## src/rtl/tone_buzzer.sv

```systemverilog
// Square-wave buzzer driver: plays one note of NOTE_CYCLES followed by a GAP_CYCLES silence.
// Optional macro TONE_LIVE_EN reloads the half-period from `tone` at every buzz toggle.
module tone_buzzer #(
    parameter int TONE_W      = 15,
    parameter int NOTE_CYCLES = 12500000,
    parameter int GAP_CYCLES  = 2500000
) (
    input  logic              clk,
    input  logic              reset,
    input  logic              start,
    input  logic              stop,
    input  logic [TONE_W-1:0] tone,
    output logic              buzz,
    output logic              busy,
    output logic              note_done
);

    localparam int NW = $clog2(NOTE_CYCLES + 1);
    localparam int GW = $clog2(GAP_CYCLES + 1);
    localparam logic [NW-1:0] NOTE_LAST = NW'(NOTE_CYCLES - 1);
    localparam logic [GW-1:0] GAP_LAST  = GW'(GAP_CYCLES - 1);

    typedef enum logic [1:0] {IDLE, PLAY, GAP} state_t;

    state_t            state;
    logic [TONE_W-1:0] latched_tone;
    logic [TONE_W-1:0] hp_cnt;
    logic [NW-1:0]     note_cnt;
    logic [GW-1:0]     gap_cnt;

    always_ff @(posedge clk or posedge reset) begin
        if (reset) begin
            state        <= IDLE;
            latched_tone <= '0;
            hp_cnt       <= '0;
            note_cnt     <= '0;
            gap_cnt      <= '0;
            buzz         <= 1'b0;
            busy         <= 1'b0;
            note_done    <= 1'b0;
        end else begin
            note_done <= 1'b0;
            // stop overrides everything, including a coincident start
            if (stop) begin
                state    <= IDLE;
                hp_cnt   <= '0;
                note_cnt <= '0;
                gap_cnt  <= '0;
                buzz     <= 1'b0;
                busy     <= 1'b0;
            end else begin
                case (state)
                    IDLE: begin
                        if (start) begin
                            latched_tone <= tone;
                            hp_cnt       <= '0;
                            note_cnt     <= '0;
                            gap_cnt      <= '0;
                            buzz         <= 1'b0;
                            busy         <= 1'b1;
                            state        <= PLAY;
                        end
                    end
                    PLAY: begin
                        if (latched_tone == '0) begin
                            buzz   <= 1'b0;
                            hp_cnt <= '0;
`ifdef TONE_LIVE_EN
                            latched_tone <= tone;
`endif
                        end else if (hp_cnt == latched_tone - TONE_W'(1)) begin
                            buzz   <= ~buzz;
                            hp_cnt <= '0;
`ifdef TONE_LIVE_EN
                            latched_tone <= tone;
`endif
                        end else begin
                            hp_cnt <= hp_cnt + TONE_W'(1);
                        end
                        // last sounding cycle: silence takes priority over any toggle
                        if (note_cnt == NOTE_LAST) begin
                            state    <= GAP;
                            buzz     <= 1'b0;
                            hp_cnt   <= '0;
                            note_cnt <= '0;
                        end else begin
                            note_cnt <= note_cnt + NW'(1);
                        end
                    end
                    GAP: begin
                        if (gap_cnt == GAP_LAST) begin
                            state     <= IDLE;
                            busy      <= 1'b0;
                            note_done <= 1'b1;
                            gap_cnt   <= '0;
                        end else begin
                            gap_cnt <= gap_cnt + GW'(1);
                        end
                    end
                    default: state <= IDLE;
                endcase
            end
        end
    end

endmodule

```

## config.mk

```make
export PLATFORM = sky130hd
export DESIGN_NAME = tone_buzzer
export DESIGN_NICKNAME = d
export VERILOG_FILES = /design/src/rtl/tone_buzzer.sv
export SDC_FILE = /design/constraint.sdc
export NUM_CORES = 1
export LEC_CHECK = 0
export BUFFER_PORTS_ARGS = -buffer_cell sky130_fd_sc_hd__buf_2
export CAP_MARGIN = 10
export CORE_UTILIZATION = 25
export CTS_BUF_LIST = sky130_fd_sc_hd__clkbuf_16
export DETAILED_ROUTE_END_ITERATION = 8
export HOLD_SLACK_MARGIN = 0.12
export SLEW_MARGIN = 20
export SYNTH_ARGS = -nofsm -noshare
export SYNTH_HDL_FRONTEND = slang
export SYNTH_SLANG_ARGS = --single-unit
```

## constraint.sdc

```tcl
create_clock -name clk -period 2.3 [get_ports clk]
set_input_delay 0.345 -clock clk [delete_from_list [all_inputs] [get_ports clk]]
set_output_delay 0.345 -clock clk [all_outputs]
set_load 0.005 [all_outputs]
```

# After elaboration in Yosys (flattened, before gate mapping)
# Index checks and enable logic that the tools add are counted.
[word_totals]
reg_bits = 81
inputBits = 19
elab_cells = 65
out_inout_bits = 3
[classes]
n_reduce_logical = 10
n_bitwise = 2
n_eq_ne = 9
n_addsub = 4
n_mux = 32
[ops]
columns = ["op", "count"]
rows = [
  ["2-to-1 mux 15 bit", 5],
  ["2-to-1 mux 24 bit", 3],
  ["2-to-1 mux 22 bit", 3],
  ["case mux 24 bit (2 select lines)", 1],
  ["case mux 22 bit (2 select lines)", 1],
  ["case mux 15 bit (2 select lines)", 1],
  ["adder 24 x 1 -> 24 bit, second input constant", 1],
  ["equality test 24 bit, second input constant", 1],
  ["adder 22 x 1 -> 22 bit, second input constant", 1],
  ["equality test 22 bit, second input constant", 1],
  ["adder 15 x 1 -> 15 bit, second input constant", 1],
  ["equality test 15 bit", 1],
  ["logical NOT 15 bit", 1],
  ["subtractor 15 x 1 -> 15 bit, second input constant", 1],
  ["AND reduction 3 bit", 4],
  ["2-to-1 mux 1 bit", 11],
  ["inequality test 3 bit, second input constant", 3],
  ["2-to-1 mux 2 bit", 4],
  ["case mux 2 bit (3 select lines)", 1],
  ["nonzero test 3 bit", 2],
  ["inequality test 5 bit, second input constant", 1],
  ["case mux 1 bit (2 select lines)", 2],
  ["AND reduction 2 bit", 2],
  ["equality test 2 x 1 -> 1 bit, second input constant", 1],
  ["3 further kinds", 4],
]

# Longest topological paths before layout
[depth]
depth_word = 7
mapped_depth = 11
ltp_nobuf = 9

# Least setup slack after synthesis
# Ideal clock, no wire load.
[synth_timing]
path_type = "register to register"
from = "reg latched_tone[0]"
to = "reg buzz"
setup_ns = 0.069
t_required_ns = 2.231
path_buffers = 0
setup_slack_ns = -0.185
period_less_slack_ns = 2.485
stages_incl_launch_ff = 9
arrival_time_ns = 2.416
cell_sequence = "dfrtp_1 inv_1 ha_1 or3b_2 or2_1 nor4_1 o2111ai_1 or4b_1 nand3_1"
[synth_via]
elab_chain_len = 5
elab_cells_between_ends = 9
classes_between = "add/sub (1); eq/ne (2); mux (4); reduce/logical (2)"
[synth_lines]
columns = ["item", "line_no", "source"]
rows = [
  ["start: declaration", "26", "logic [TONE_W-1:0] latched_tone;"],
  ["start signal: assignment", "55", "latched_tone <= tone;"],
  ["parallel branches: the longest is 5 deep, another holds subtractor 15 x 1 -> 15 bit", "n/a", ""],
  ["end signal: assignment", "72", "buzz <= ~buzz;"],
  ["end: declaration", "13", "output logic buzz,"],
]
# Several ways; the timed one is not identified.
# A chain may end at the register's enable or synchronous reset.

# Worst setup path in the final report
# Same ends and word-level chain as after synthesis.

==> results.py <==
metrics = {
    "status": {
        "status": "finished, violations left",
        "violations": "negative setup slack",
    },
    "sta": {
        "skew_ns": 0.00685,
        "fin_ws_ns": -0.158,
        "finalCritPeriodShare": 1.07,
        "max_freq_mhz": 407,
        "grt_setup_unrepaired": "true",
        "final-setup-viol-count": 13,
        "slew_headroom": 0.707,
        "fin_crit_ns": 2.46,
        "worst_slew_pin_slew_ns": 0.439,
        "hold_viol": 0,
        "slew_viol_final": 0,
        "hold_slack_ns": 0.137,
    },
    "pwr": {
        "powerDensity_mw_per_mm2": 646,
        "vdd_drop_max_v": 0.000334,
        "p_seq_frac": 0.412,
        "leakage_nw": 2.48,
        "power_switching_mw": 0.985,
        "pwr-share-comb": 0.184,
        "swShare": 0.261,
        "p_int_mw": 2.79,
        "clockPowerShare": 0.403,
    },
    "setup_path": {
        "worstPathMaxFanout": 3,
        "critPathCaptureType": "flip-flop",
        "critPathLaunchType": "flip-flop",
        "crit_required_ns": 2.57,
        "crit_arrival_ns": 2.73,
        "path_class": "flip-flop to flip-flop",
    },
    "logic_synthesis": {
        "synth_edf_count": 0,
        "synth.cell_area_mm2": 0.00450,
        "syn-num-nets": 526,
        "ys_seq_area_frac": 0.450,
        "synth_seq_cells": 81,
        "synthDistinctLibCells": 49,
        "yosys_warnings": 0,
        "synth_ff_type": "dfrtp_1",
        "synth_cells": 503,
        "syn_area_per_cell_um2": 8.95,
        "async_flop_share": 1.00,
    },
    "hold_path": {
        "hold_path.class": "input port to async pin",
    },
    "floorplan": {
        "fp.dieW_um": 136,
        "initial_core_util": 0.259,
        "rows": 48,
        "fp.dieH_um": 136,
        "io_pins": 22,
        "core_mm2": 0.0174,
        "die_area_mm2": 0.0186,
    },
    "drt": {
        "detail_route.vias_per_cell": 4.58,
        "num_vias": 3729,
        "highest_layer": "met4",
        "wl_met3_um": 398,
        "routedWlPerCell_um": 12.9,
        "dr.pass1.iters": 5,
        "ant_nets": 0,
        "routed-wl-met2_um": 4700,
        "drt_wl_total_um": 10500,
        "dr.first_iter.drc_count": 170,
        "wl_met1_um": 5210,
        "drc": 0,
    },
    "clock_tree": {
        "cts.clk_slew.worst_paths_ns": 0.06,
        "cts_buffer_depth": 2,
        "cts_sinks": 81,
        "ctsHtreeMaxLevel": 3,
        "clkLatencyLatePin_ns": 0.34,
        "hold_buffers": 0,
        "cts_root_buf": "clkbuf_16",
        "cts_buffers": 9,
        "cts_tree": "built",
    },
    "placed_design": {
        "dp_hpwl_um": 7130,
        "portBuffers": 21,
        "pre_cts_ws_ns": -0.225,
        "gp_congestion": 0.794,
    },
    "cells_and_area": {
        "antenna_cells": 0,
        "area_growth_pct": 29.6,
        "mostFrequentLayoutCells": "dfrtp_1 (81), nor2_1 (69), buf_4 (61), nand2_1 (56), xor2_1 (29)",
        "drive_above_1_share": 0.246,
        "layout.nets": 607,
        "layout_commonest_cell": "dfrtp_1",
    },
    "grt": {
        "grt_use_total": 0.118,
        "grt_pass1_vias": 3568,
        "grt_pass1_wl_um": 17300,
        "antenna_found_initial": 0,
        "overflow": 0,
        "grt_max_degree": 82,
    },
    "job": {
        "cap_viol_max_count": 0,
    },
}
## metrics by stage
stage | utilization | power, mW | cells | TNS [ns] | instance area, µm²
finish | 0.335 | 3.77 | 814 | -0.918 | 5830
global route | 0.335 | 3.94 | 814 | -2.42 | 5830
CTS | 0.326 | 3.77 | 805 | -0.870 | 5680
detailed placement | 0.304 | 2.20 | 788 | -1.94 | 5290
global placement | 0.304 | 2.19 | 788 | -1.33 | 5290
floorplan | - | 1.94 | 503 | -0.144 | 4530
## cell families (layout without fill, tap and decap cells)
kind of cell / after synthesis / in the layout / share of synthesized area
fa+ha+maj: 4 / 4 / 0.0111
compound gates: 68 / 68 / 0.0942
mux: 14 / 14 / 0.0342
buf+inv: 37 / 123 / 0.0328
xor+xnor: 52 / 52 / 0.101
flops: 81 / 81 / 0.450
simple gates: 247 / 247 / 0.276
## worst paths after layout
kind                                              from                           to  slack (ns)  cells past startpoint
hold reg to reg                 gap_cnt[6]$_DFFE_PP0P_       gap_cnt[6]$_DFFE_PP0P_        0.51                      1
hold / removal                                   reset  latched_tone[7]$_DFFE_PP0P_        0.14                      3
max in group asynchronous                        reset     note_cnt[12]$_DFFE_PP0P_        1.83                      3
min in group clk                               tone[9]  latched_tone[9]$_DFFE_PP0P_        0.21                      3
setup / recovery           latched_tone[0]$_DFFE_PP0P_             buzz$_DFFE_PP0P_       -0.16                      8
setup reg to reg           latched_tone[0]$_DFFE_PP0P_             buzz$_DFFE_PP0P_       -0.16                      8
## sequential cells by signal, summed over array words and instances (netlist names)
name,cells
note_cnt,24
gap_cnt,22
hp_cnt,15
latched_tone,15
state,2
busy,1
buzz,1
note_done,1
## metal layers
layer | global-route usage | vias to the layer above
met5 | 0 | -
met4 | 0.0457 | 0
met1 | 0.158 | 1755
met2 | 0.184 | 51
met3 | 0.0283 | 13
li1 | - | 1910
## worst max-delay path, stage by stage (launching register included)
cell       delay (ns)
dfrtp_1          0.37
buf_4            0.13
or2_4            0.24
or4_4            0.51
a21oi_2          0.16
a2bb2oi_2        0.15
o2111ai_2        0.18
or4b_1           0.56
nand3_1          0.08
## cells in the mapped netlist, types with 2 or more instances
| master | n | share of area |
|---|---|---|
| or4_1 | 4 | 0.0067 |
| xnor2_1 | 23 | 0.045 |
| xor2_1 | 29 | 0.056 |
| nand3b_1 | 3 | 0.0050 |
| clkbuf_1 | 16 | 0.013 |
| and4_1 | 4 | 0.0078 |
| nand3_1 | 23 | 0.026 |
| nor4_2 | 2 | 0.0056 |
| o21ai_0 | 25 | 0.028 |
| and3_1 | 9 | 0.013 |
| nor4b_1 | 5 | 0.0097 |
| mux2i_1 | 3 | 0.0067 |
| and2_1 | 9 | 0.013 |
| nor2_1 | 71 | 0.059 |
| mux2_2 | 11 | 0.028 |
| inv_1 | 19 | 0.016 |
| nor3_1 | 13 | 0.014 |
| nand2_1 | 58 | 0.048 |
| nor4_1 | 6 | 0.0083 |
| a21oi_1 | 11 | 0.012 |
| o211ai_1 | 9 | 0.015 |
| nand2b_1 | 5 | 0.0069 |
| nand4_1 | 13 | 0.018 |
| a31oi_1 | 5 | 0.0069 |
| dfrtp_1 | 81 | 0.45 |
| o31ai_1 | 5 | 0.0083 |
| o22ai_1 | 2 | 0.0028 |
| nor2b_1 | 8 | 0.011 |
| or3_1 | 5 | 0.0069 |
| o2111ai_1 | 3 | 0.0058 |
| ha_1 | 4 | 0.011 |
| nand4b_1 | 2 | 0.0039 |
## area by class of cell
type | instances | area, µm²
inverters | 19 | 75.1
fillers | 1786 | 11600
well taps | 225 | 282
multi-input cells | 385 | 2480
clock inverters | 7 | 87.6
flip-flops and latches | 81 | 2030
clock buffers | 9 | 225
repair buffers | 88 | 662
## power groups by stage
stage / registers, mW / clock network, mW / logic (mW)
CTS: 1.56 / 1.55 / 0.656
finish: 1.56 / 1.52 / 0.695
floorplan: 1.58 / 0 / 0.354
global route: 1.56 / 1.62 / 0.760
detailed placement: 1.58 / 0 / 0.617
global placement: 1.58 / 0 / 0.614
## repair_timing
item                                    CTS  global route
resized for setup                        14            21
cloned                                    0             1
pin swaps                                 9            11
endpoints found under the setup margin   37            39
setup buffers                             1             8
Note: power is estimated with default switching activity, not from simulation.
